==> src/rtl/rps_match_engine.sv <==
// Rock-paper-scissors match engine: collects two moves, resolves rounds,
// keeps score to WIN_SCORE. Optional forfeit timer via RPS_TIMEOUT_EN.
module rps_match_engine #(
    parameter int WIN_SCORE      = 3,
    parameter int SCORE_W        = 4,
    parameter int TIMEOUT_CYCLES = 255
) (
    input  logic               clk,
    input  logic               rst,
    input  logic [1:0]         p1_move,
    input  logic               p1_valid,
    output logic               p1_ready,
    input  logic [1:0]         p2_move,
    input  logic               p2_valid,
    output logic               p2_ready,
    input  logic               new_match,
    output logic [1:0]         result,
    output logic               result_valid,
    output logic [SCORE_W-1:0] p1_score,
    output logic [SCORE_W-1:0] p2_score,
    output logic [7:0]         round_cnt,
    output logic               match_over,
    output logic [1:0]         match_winner,
    output logic               timeout_flag
);

    localparam logic [1:0] S_COLLECT = 2'd0;
    localparam logic [1:0] S_RESOLVE = 2'd1;
    localparam logic [1:0] S_OVER    = 2'd2;

    localparam logic [SCORE_W-1:0] WIN = SCORE_W'(WIN_SCORE);
    localparam logic [SCORE_W-1:0] ONE = SCORE_W'(1);

    if (WIN_SCORE < 1 || WIN_SCORE > (2**SCORE_W) - 1 ||
        TIMEOUT_CYCLES < 1) begin : g_bad_params
        $error("rps_match_engine: parameter out of range");
    end

    logic [1:0]         r_state;
    logic               r_p1_lat;
    logic               r_p2_lat;
    logic [1:0]         r_p1_mv;
    logic [1:0]         r_p2_mv;
    logic [1:0]         r_result;
    logic               r_rv;
    logic [SCORE_W-1:0] r_p1_score;
    logic [SCORE_W-1:0] r_p2_score;
    logic [7:0]         r_round;
    logic [1:0]         r_winner;

    logic               w_p1_rdy;
    logic               w_p2_rdy;
    logic               w_p1_acc;
    logic               w_p2_acc;
    logic               w_both;
    logic               w_to;
    logic [1:0]         w_res;
    logic [1:0]         w_fm;
    logic [SCORE_W-1:0] w_p1_nxt;
    logic [SCORE_W-1:0] w_p2_nxt;

`ifdef RPS_TIMEOUT_EN
    localparam int TW = $clog2(TIMEOUT_CYCLES + 1);
    localparam logic [TW-1:0] TO_LAST = TW'(TIMEOUT_CYCLES - 1);
    localparam logic [TW-1:0] TO_ONE  = TW'(1);

    logic [TW-1:0] r_tcnt;
    logic          r_to;
    logic          r_tflag;

    assign w_to         = r_to;
    assign timeout_flag = r_tflag;
`else
    assign w_to         = 1'b0;
    assign timeout_flag = 1'b0;
`endif

    assign w_p1_rdy = (r_state == S_COLLECT) && !r_p1_lat;
    assign w_p2_rdy = (r_state == S_COLLECT) && !r_p2_lat;
    assign w_p1_acc = p1_valid && w_p1_rdy;
    assign w_p2_acc = p2_valid && w_p2_rdy;
    assign w_both   = (r_p1_lat || w_p1_acc) && (r_p2_lat || w_p2_acc);

    // Round outcome from the latched moves (forfeit: latched player wins)
    always_comb begin
        w_res = 2'b11;
        w_fm  = r_p1_lat ? r_p1_mv : r_p2_mv;
        if (w_to) begin
            if (w_fm == 2'b11)
                w_res = 2'b11;
            else
                w_res = r_p1_lat ? 2'b01 : 2'b10;
        end else if (r_p1_mv == 2'b11 || r_p2_mv == 2'b11) begin
            w_res = 2'b11;
        end else if (r_p1_mv == r_p2_mv) begin
            w_res = 2'b00;
        end else begin
            unique case (1'b1)
                (r_p1_mv == 2'b00 && r_p2_mv == 2'b10): w_res = 2'b01;
                (r_p1_mv == 2'b10 && r_p2_mv == 2'b01): w_res = 2'b01;
                (r_p1_mv == 2'b01 && r_p2_mv == 2'b00): w_res = 2'b01;
                default:                                w_res = 2'b10;
            endcase
        end
        w_p1_nxt = (w_res == 2'b01) ? r_p1_score + ONE : r_p1_score;
        w_p2_nxt = (w_res == 2'b10) ? r_p2_score + ONE : r_p2_score;
    end

    // Main FSM, move latches, scoring and restart handling
    always_ff @(posedge clk or posedge rst) begin
        if (rst) begin
            r_state    <= S_COLLECT;
            r_p1_lat   <= 1'b0;
            r_p2_lat   <= 1'b0;
            r_p1_mv    <= 2'b00;
            r_p2_mv    <= 2'b00;
            r_result   <= 2'b00;
            r_rv       <= 1'b0;
            r_p1_score <= '0;
            r_p2_score <= '0;
            r_round    <= 8'd0;
            r_winner   <= 2'b00;
`ifdef RPS_TIMEOUT_EN
            r_tcnt     <= '0;
            r_to       <= 1'b0;
            r_tflag    <= 1'b0;
`endif
        end else begin
            r_rv <= 1'b0;
`ifdef RPS_TIMEOUT_EN
            r_tflag <= 1'b0;
`endif
            if (new_match) begin
                r_state    <= S_COLLECT;
                r_p1_lat   <= 1'b0;
                r_p2_lat   <= 1'b0;
                r_p1_mv    <= 2'b00;
                r_p2_mv    <= 2'b00;
                r_result   <= 2'b00;
                r_p1_score <= '0;
                r_p2_score <= '0;
                r_round    <= 8'd0;
                r_winner   <= 2'b00;
`ifdef RPS_TIMEOUT_EN
                r_tcnt     <= '0;
                r_to       <= 1'b0;
`endif
            end else begin
                unique case (r_state)
                    S_COLLECT: begin
                        if (w_p1_acc) begin
                            r_p1_lat <= 1'b1;
                            r_p1_mv  <= p1_move;
                        end
                        if (w_p2_acc) begin
                            r_p2_lat <= 1'b1;
                            r_p2_mv  <= p2_move;
                        end
                        if (w_both)
                            r_state <= S_RESOLVE;
`ifdef RPS_TIMEOUT_EN
                        if (w_both) begin
                            r_tcnt <= '0;
                        end else if (r_p1_lat ^ r_p2_lat) begin
                            if (r_tcnt == TO_LAST) begin
                                r_state <= S_RESOLVE;
                                r_to    <= 1'b1;
                                r_tcnt  <= '0;
                            end else begin
                                r_tcnt <= r_tcnt + TO_ONE;
                            end
                        end
`endif
                    end
                    S_RESOLVE: begin
                        r_result   <= w_res;
                        r_rv       <= 1'b1;
                        r_p1_score <= w_p1_nxt;
                        r_p2_score <= w_p2_nxt;
                        r_round    <= r_round + 8'd1;
                        r_p1_lat   <= 1'b0;
                        r_p2_lat   <= 1'b0;
                        r_p1_mv    <= 2'b00;
                        r_p2_mv    <= 2'b00;
`ifdef RPS_TIMEOUT_EN
                        r_tflag    <= r_to;
                        r_to       <= 1'b0;
`endif
                        if (w_p1_nxt == WIN) begin
                            r_state  <= S_OVER;
                            r_winner <= 2'b01;
                        end else if (w_p2_nxt == WIN) begin
                            r_state  <= S_OVER;
                            r_winner <= 2'b10;
                        end else begin
                            r_state <= S_COLLECT;
                        end
                    end
                    S_OVER: begin
                        r_state <= S_OVER;
                    end
                    default: begin
                        r_state <= S_COLLECT;
                    end
                endcase
            end
        end
    end

    assign p1_ready     = w_p1_rdy;
    assign p2_ready     = w_p2_rdy;
    assign result       = r_result;
    assign result_valid = r_rv;
    assign p1_score     = r_p1_score;
    assign p2_score     = r_p2_score;
    assign round_cnt    = r_round;
    assign match_over   = (r_state == S_OVER);
    assign match_winner = r_winner;

endmodule

==> config.mk <==
export PLATFORM = sky130hd
export DESIGN_NAME = rps_match_engine
export DESIGN_NICKNAME = d
export VERILOG_FILES = /design/src/rtl/rps_match_engine.sv
export SDC_FILE = /design/constraint.sdc
export NUM_CORES = 1
export LEC_CHECK = 0
export BUFFER_PORTS_ARGS = -buffer_cell sky130_fd_sc_hd__buf_2
export CELL_PAD_IN_SITES_DETAIL_PLACEMENT = 2
export CELL_PAD_IN_SITES_GLOBAL_PLACEMENT = 2
export CORE_MARGIN = 2
export CORE_UTILIZATION = 35
export CTS_CLUSTER_DIAMETER = 150
export CTS_CLUSTER_SIZE = 14
export DETAILED_ROUTE_END_ITERATION = 7
export PLACE_DENSITY = 0.92
export SKIP_LAST_GASP = 1
export SLEW_MARGIN = 10
export SYNTH_ARGS = -nofsm -noshare
export SYNTH_HDL_FRONTEND = slang
export SYNTH_SLANG_ARGS = --single-unit
==> constraint.sdc <==
create_clock -name clk -period 3.8 [get_ports clk]
set_input_delay 0 -clock clk [delete_from_list [all_inputs] [get_ports clk]]
set_output_delay 0 -clock clk [all_outputs]
set_load 0.02 [all_outputs]
==> metrics.cfg, run 1 <==
[placement]
dp_hpwl_mm = 3.34
dpl-instance-area_sq_um = 1870
gp_congestion = 0.766
port_buffers = 32
dp_slack_ns = 1.55

[status]
run_status = completed

[route]
post_drt_wl_per_cell_um = 18.1
top_layer = met4
viasPerCell = 5.53
met1Wirelength_mm = 2.23
wirelength_mm = 4.93
ant_nets = 0
drcViolationCount = 0
wl_met3_um = 145
route.vias.total = 1511
drtIter0Drc = 67
dr.pass1.iters = 4
wl_met2_mm = 2.51

[die]
dieWidth_um = 73.7
io_pins = 34
initial_utilization = 0.362
row_count = 25
die_area_sq_um = 5430
core_sq_um = 4690
dieHeight_um = 73.7

[layout]
fin_util = 0.426
diodes = 0
drive_gt1_frac = 0.196
final_area_sq_um = 2000
nets = 230
area_growth_pct = 17.7

[worst_setup_path]
cpPeakStageDelay_ns = 0.53
rr_startpoint = r_state[1]$_DFFE_PP0P_
worstPathRequired_ns = 4.00
cpMaxStageDelayCell = dfrtp_1
critical_path_arrival_ns = 2.47
startpoint_type = register
cpLargestDelayFamily = simple AND/OR/NAND/NOR gates
crit_chain = nand2b_1 -> nor4b_1 -> mux2i_1 -> or2_1 -> a31oi_1
crit_buf_inv = 0
path_max_fanout = 17
cp-end-kind = register
cp-startpoint = r_state[1]$_DFFE_PP0P_
criticalPathCategory = reg -> reg

[sta]
fmax_mhz = 441
final_max_slew_viol_count = 0
whs_ns = 0.0252
fin_setup_tns_ns = 0
tightest_slew_ns = 0.678
min_period_ns = 2.27
rsz0062_at_grt = no
fin_skew_ns = 0.00335
finalSetupViolCount = 0
fin_crit_sh = 0.597
hold_viol = 0
fin_ws_ns = 1.53
maxSlewHeadroom = 0.548

[clocking]
cts_resized = 0
post_cts_buffers = 0
cts_tree = built
root_buffer = clkbuf_8
ctsLongestPathBuffers = 2
cts.sinks = 29
cts.reportedPaths.clkPinSlew_ns = 0.06
clkLatencyLatePin_ns = 0.28
h-tree-depth = 2
cts_buffers = 5

[synth]
synth-xor-area-share = 0.0773
post-synth-top-count-cell = dfrtp_1
syn_area_per_cell_sq_um = 8.90
synth_cells = 191
synth_adder_area_share = 0.0221
ys_types = 42
synth_warnings = 0
synthTopCellsByArea = dfrtp_1, nor2_1, nor4b_1
synthTopCellsByCount = dfrtp_1, nor2_1, nand2_1
synthMuxAreaShare = 0.0177
synth-main-ff-cell = dfrtp_1
syn_nets = 203
synth_top_family_by_area = simple AND/OR/NAND/NOR gates
synthArstFlopShare = 1.00
synth_edf_count = 0
synth.largest_area_cell = dfrtp_1
yosysSeqAreaShare = 0.427
synth_compound_area_frac = 0.143
synth_top_area_share = 0.427
synth-simple-area-share = 0.261
ys_seq_elements = 29
syn_area_sq_um = 1700

[pwr]
clockPowerShare = 0.417
peakVddDrop_mv = 0.232
powerDensity_nw_per_um2 = 401
p_leak_nw = 0.925
swShare = 0.276
p_comb_frac = 0.152
seqPwrFrac = 0.430
power.internal_uw = 581
power.switching_uw = 221

[run]
maxCapViolCount = 0

[grt]
grt_max_degree = 30
antenna_found_initial = 0
grt_pass1_vias = 1582
grt_overflow_total = 0
grt_pass1_wl_mm = 8.46
grt_usage = 0.208

[min_path]
hold_start = p1_move[0]
hp-class = in -> reg

-- through the flow --
stage                     instances  power (mW)
after floorplan                 191       0.435
after global placement          264       0.464
after CTS                       273       0.814
final                           273       0.803
after detailed placement        264       0.472
after global routing            273       0.843
-- routing by layer --
metal,vias to the layer above,track usage
met5,-,0
met4,0,0.0667
met3,5,0.0425
met2,27,0.347
met1,762,0.268
li1,717,-
-- cell families (layout without fill, tap and decap cells) --
family                   Yosys count  after routing
AND/OR/NAND/NOR                   83             83
AO/OA/AOI/OAI                     38             38
flip-flops                        29             29
buffers and inverters             19             47
XOR/XNOR                          15             15
adder cells (fa/ha/maj)            3              3
multiplexers                       3              3
other                              1              1
-- path summary, 6_finish.rpt --
check / to / slack, ns / depth (start not counted)
min in group asynchronous: p1_score[3]$_DFFE_PP0N_ / 0.34 / 4
max in group asynchronous: r_p1_lat$_DFFE_PP0P_ / 3.18 / 4
hold / removal: r_p1_mv[0]$_DFFE_PP0P_ / 0.03 / 3
hold reg to reg: result[1]$_DFFE_PP0N_ / 0.52 / 2
setup reg to reg: r_state[1]$_DFFE_PP0P_ / 1.53 / 5
setup / recovery: r_state[1]$_DFFE_PP0P_ / 1.53 / 5
-- cells in the final DEF, fill, tap and decap left out, types with 4 or more instances in the layout --
cell type / synthesis / layout
o21a_1: 4 / 4
xor2_1: 7 / 7
nor4b_1: 8 / 8
dfrtp_1: 29 / 29
nand2b_1: 4 / 4
clkbuf_8: 0 / 6
a21oi_1: 12 / 12
nor2b_1: 7 / 7
nor3_1: 9 / 9
buf_2: 4 / 32
nor2_1: 24 / 24
o21ai_1: 7 / 7
xnor2_1: 8 / 8
inv_1: 4 / 4
nand2_1: 13 / 13
-- power groups by stage --
stage / Clock [mW] / Sequential, mW / Combinational (mW)
6_report: 0.335 / 0.345 / 0.122
5_1_grt: 0.356 / 0.349 / 0.138
4_1_cts: 0.344 / 0.345 / 0.125
3_5_place_dp: 0 / 0.351 / 0.121
3_3_place_gp: 0 / 0.349 / 0.115
2_1_floorplan: 0 / 0.341 / 0.0943
-- worst register-to-register path, delay by kind of cell, from the launching register on --
kind             cells  cell delay [ns]
multiplexers         1             0.22
AND/OR/NAND/NOR      3             1.29
AO/OA/AOI/OAI        1             0.16
flip-flops           1             0.53
-- flip-flops by register name, indices dropped and copies added, names as in the netlist --
name / count
match_winner: 2
p1_score: 4
p2_score: 4
r_p1_lat: 1
r_p1_mv: 2
r_p2_lat: 1
r_p2_mv: 2
r_state: 2
result: 2
result_valid: 1
round_cnt: 8
-- layout make-up --
| cell class | instances | area (sq um) |
|---|---|---|
| multi-input cells | 143 | 891 |
| clock buffers | 7 | 86.3 |
| inverters | 4 | 15.0 |
| flip-flops and latches | 29 | 726 |
| fillers | 534 | 2690 |
| well taps | 54 | 67.6 |
| clock inverters | 1 | 30.0 |
| repair buffers | 35 | 185 |
-- timing repair --
action                                  in CTS  in global routing
endpoints found under the setup margin       0                  0
hold buffers                                 1                  0
hold endpoints to repair                    29                  0
No activity file was read; power rests on OpenSTA's default activity.
==> run 2: changes to the inputs <==
--- a/config.mk
+++ b/config.mk
@@ -9,11 +9,11 @@
 export CELL_PAD_IN_SITES_DETAIL_PLACEMENT = 2
 export CELL_PAD_IN_SITES_GLOBAL_PLACEMENT = 2
 export CORE_MARGIN = 2
-export CORE_UTILIZATION = 35
+export CORE_UTILIZATION = 32
 export CTS_CLUSTER_DIAMETER = 150
 export CTS_CLUSTER_SIZE = 14
 export DETAILED_ROUTE_END_ITERATION = 7
-export PLACE_DENSITY = 0.92
+export PLACE_DENSITY = 0.85
 export SKIP_LAST_GASP = 1
 export SLEW_MARGIN = 10
 export SYNTH_ARGS = -nofsm -noshare
==> constraint.sdc (replaced) <==
create_clock -name clk -period 2.29 [get_ports clk]
set_input_delay 0 -clock clk [delete_from_list [all_inputs] [get_ports clk]]
set_output_delay 0 -clock clk [all_outputs]
set_load 0.02 [all_outputs]
==> metrics.cfg, run 2 (synthesized netlist as in run 1, its figures left out) <==
[sta]
hold_viol = 0
final_max_slew_viol_count = 0
rsz0062_at_grt = no
fmax_mhz = 485
maxSlewHeadroom = 0.624
tightest_slew_ns = 0.563
fin_skew_ns = 0.00653
fin_crit_sh = 0.900
min_period_ns = 2.06
fin_setup_tns_ns = 0
finalSetupViolCount = 0
fin_ws_ns = 0.230

[layout]
fin_util = 0.405
nets = 240
stdcell_count = 299
largest_reg_flops = 8
area_growth_pct = 21.6
drive_gt1_frac = 0.231
final_cell_mix = buf_2, dfrtp_1, nor2_1, nand2_1, a21oi_1
layout.cells.most_common = buf_2
final_area_sq_um = 2070
diodes = 0

[placement]
place_inst = 289
port_buffers = 32
dp_hpwl_mm = 3.54
gp_congestion = 0.762
dp_slack_ns = 0.240
dpl-instance-area_sq_um = 1960

[route]
dr.pass1.iters = 4
met1Wirelength_mm = 2.29
post_drt_wl_per_cell_um = 17.4
ant_nets = 0
route.vias.total = 1576
top_layer = met4
drcViolationCount = 0
wl_met3_um = 132
wl_met2_mm = 2.67
wirelength_mm = 5.20
drtIter0Drc = 62
viasPerCell = 5.27

[die]
io_pins = 34
dieHeight_um = 76.9
core_sq_um = 5110
initial_utilization = 0.333
row_count = 26
dieWidth_um = 76.9
die_area_sq_um = 5910

[pwr]
powerDensity_nw_per_um2 = 592
peakVddDrop_mv = 0.229
p_leak_nw = 0.961

[status]
run_status = completed

[clocking]
root_buffer = clkbuf_8
ctsLongestPathBuffers = 2
cts_buffers = 5
cts.sinks = 29
cts.reportedPaths.clkPinSlew_ns = 0.07
clkLatencyLatePin_ns = 0.29
cts_resized = 0
cts_tree = built
h-tree-depth = 2

[worst_setup_path]
cp-end-kind = register
critical_path_arrival_ns = 2.24
rr_startpoint = r_p2_mv[0]$_DFFE_PP0P_
worstPathRequired_ns = 2.47
criticalPathCategory = reg -> reg
startpoint_type = register
endpoint = match_winner[1]$_DFFE_PP0P_
r2r-end = match_winner[1]$_DFFE_PP0P_
cp-startpoint = r_p2_mv[0]$_DFFE_PP0P_
worstRegToRegCells = 5
regToRegSetupSlack_ns = 0.23
path_max_fanout = 11

[grt]
grt_usage = 0.190
grt_max_degree = 30
grt_overflow_total = 0
antenna_found_initial = 0
grt_pass1_wl_mm = 8.78
grt_pass1_vias = 1662

[run]
maxCapViolCount = 0

[min_path]
hp-class = in -> reg

==> run 2: where the power goes <==
| part | total [mW] | internal (mW) | switching (mW) |
|---|---|---|---|
| Sequential | 0.557 | 0.530 | 0.0273 |
| Clock | 0.433 | 0.209 | 0.223 |
| Combinational | 0.235 | 0.0932 | 0.141 |
==> run 2: layout make-up <==
| cell class | count | area [sq um] |
|---|---|---|
| clock inverter | 3 | 17.5 |
| clock buffer | 5 | 68.8 |
| sequential | 29 | 726 |
| multi-input combinational | 143 | 891 |
| inverter | 4 | 15.0 |
| tap | 70 | 87.6 |
| timing repair buffer | 45 | 263 |
| fill | 592 | 3040 |
==> run 2: timing repair <==
item,4_1_cts,5_1_grt
hold buffers,2,0
hold endpoints to repair,30,0
buffers inserted,0,0
==> run 2: critical path, cell delays in order, from the launching register on <==
cell      delay [ns]
dfrtp_1         0.52
nor4b_1         0.46
a311oi_2        0.12
mux2i_1         0.16
or4_4           0.51
and3b_1         0.18
==> run 2: how the worst min path moves through the flow <==
stage	slack [ns]	start	cells after the start	to
2_1_floorplan	0.08	rst	1	match_winner[0]$_DFFE_PP0P_
3_3_place_gp	0.1	rst	3	round_cnt[5]$_DFFE_PP0N_
3_5_place_dp	0.10	rst	3	round_cnt[4]$_DFFE_PP0N_
4_1_cts	0.04	p1_valid	3	r_p1_lat$_DFFE_PP0P_
5_1_grt	0.05	p1_valid	3	r_p1_lat$_DFFE_PP0P_
6_report	0.03	p1_valid	3	r_p1_lat$_DFFE_PP0P_
==> run 2: layer usage <==
metal,track usage,vias to the layer above
met2,0.339,28
met1,0.227,800
li1,-,739
met4,0.0764,0
met5,0,-
met3,0.0318,9
==> run 2: stage by stage <==
| step | total power [mW] | hold slack [ns] |
|---|---|---|
| after floorplan | 0.722 | 0.0781 |
| after CTS | 1.24 | 0.0368 |
| after global placement | 0.786 | 0.0973 |
| after detailed placement | 0.797 | 0.104 |
| after global routing | 1.28 | 0.0499 |
| final | 1.22 | 0.0331 |
==> run 3: changes to the inputs <==
==> config.mk (replaced) <==
export PLATFORM = sky130hd
export DESIGN_NAME = rps_match_engine
export DESIGN_NICKNAME = d
export VERILOG_FILES = /design/src/rtl/rps_match_engine.sv
export SDC_FILE = /design/constraint.sdc
export NUM_CORES = 1
export LEC_CHECK = 0
export BUFFER_PORTS_ARGS = -buffer_cell sky130_fd_sc_hd__buf_2
export CORE_MARGIN = 2
export CORE_UTILIZATION = 45
export CTS_CLUSTER_DIAMETER = 150
export CTS_CLUSTER_SIZE = 14
export DETAILED_ROUTE_END_ITERATION = 7
export PLACE_DENSITY = 0.75
export SKIP_LAST_GASP = 1
export SLEW_MARGIN = 20
export SYNTH_ARGS = -nofsm -noshare
export SYNTH_HDL_FRONTEND = slang
export SYNTH_SLANG_ARGS = --single-unit
==> metrics.cfg, run 3 (synthesized netlist as in run 1, its figures left out) <==
[placement]
place_inst = 265
dp_slack_ns = 0.271
gp_congestion = 0.798
port_buffers = 32
dpl-instance-area_sq_um = 1920
dp_hpwl_mm = 2.69

[worst_setup_path]
cpPeakStageDelay_ns = 0.51
startpoint_type = register
cpLargestDelayFamily = simple AND/OR/NAND/NOR gates
crit_chain = nor2b_1 -> a311oi_2 -> mux2i_1 -> or4_4 -> and3b_1
critical_path_arrival_ns = 2.21
cp-end-kind = register
criticalPathCategory = reg -> reg
worstPathRequired_ns = 2.46
cpMaxStageDelayCell = dfrtp_1
path_max_fanout = 12
crit_buf_inv = 0

[layout]
final_cell_mix = buf_2, dfrtp_1, nor2_1, nand2_1, a21oi_1
diodes = 0
layout.cells.most_common = buf_2
nFillCells = 353
stdcell_count = 274
fin_util = 0.563
largest_reg_flops = 8
nets = 237
area_growth_pct = 20.3
drive_gt1_frac = 0.221
final_area_sq_um = 2050

[min_path]
hp-class = in -> reg

[sta]
whs_ns = 0.0170
final_max_slew_viol_count = 0
tightest_slew_ns = 0.530
fmax_mhz = 490
hold_viol = 0
fin_crit_sh = 0.891
finalSetupViolCount = 0
fin_skew_ns = 0.00509
maxSlewHeadroom = 0.647
min_period_ns = 2.04
fin_ws_ns = 0.249
rsz0062_at_grt = no
fin_setup_tns_ns = 0

[route]
ant_nets = 0
route.vias.total = 1494
post_drt_wl_per_cell_um = 13.8
drtIter0Drc = 29
drcViolationCount = 0
wirelength_mm = 3.79
dr.pass1.iters = 4
viasPerCell = 5.45

[grt]
grt_overflow_total = 0
grt_pass1_vias = 1439
antenna_found_initial = 0
grt_usage = 0.195
grt_max_degree = 30
grt_pass1_wl_mm = 6.41

[clocking]
cts.sinks = 29
cts_resized = 0
h-tree-depth = 2
ctsLongestPathBuffers = 2
cts_tree = built
clkLatencyLatePin_ns = 0.28
root_buffer = clkbuf_8
cts.reportedPaths.clkPinSlew_ns = 0.06
cts_buffers = 5

[pwr]
peakVddDrop_mv = 0.292
powerDensity_nw_per_um2 = 646
p_leak_nw = 0.961
finalPower_mw = 1.32

[die]
dieWidth_um = 65.5
die_area_sq_um = 4290
io_pins = 34
dieHeight_um = 65.5
row_count = 22
core_sq_um = 3630
initial_utilization = 0.468

[status]
run_status = completed

[run]
maxCapViolCount = 0

## run 3: worst min-delay path: stages
cell and delay (ns):
buf_2 0.08, a32oi_1 0.08, nor2_1 0.08
## run 3: area by class of cell
cell class	instances	area, sq um	share of cell area
multi-input combinational	143	891	0.435
sequential	29	726	0.355
timing repair buffer	42	238	0.116
clock buffer	7	86.3	0.0422
tap	48	60.1	0.0294
clock inverter	1	30.0	0.0147
inverter	4	15.0	0.00734
## run 3: repair_timing
action,4_1_cts,5_1_grt
endpoints found under the hold margin,29,0
buffers inserted,0,0
setup endpoints to repair,0,0
hold buffers,1,0
## run 3: path summary, 6_finish.rpt
check                                        from                           to  slack, ns  depth (start not counted)
max in group asynchronous                     rst        result[1]$_DFFE_PP0N_       1.69                          4
min                                    p1_move[0]       r_p1_mv[0]$_DFFE_PP0P_       0.02                          3
min in group asynchronous                     rst     round_cnt[5]$_DFFE_PP0N_       0.32                          4
max reg2reg                r_p1_mv[1]$_DFFE_PP0P_  match_winner[1]$_DFFE_PP0P_       0.25                          5
min reg2reg                 result[1]$_DFFE_PP0N_        result[1]$_DFFE_PP0N_       0.52                          2
max                        r_p1_mv[1]$_DFFE_PP0P_  match_winner[1]$_DFFE_PP0P_       0.25                          5
## run 3: routing by layer
layer | up-vias | share of wire | track usage
met4 | 0 | 0.010 | 0.0599
met2 | 43 | 0.47 | 0.314
met1 | 713 | 0.47 | 0.257
met5 | - | 0 | 0
li1 | 732 | - | -
met3 | 6 | 0.050 | 0.0497
## run 3: where the power goes
group / switching (mW) / leakage, nW / internal, mW
combinational: 0.127 / 0.504 / 0.0888
sequential: 0.0292 / 0.399 / 0.530
clock: 0.191 / 0.0585 / 0.354
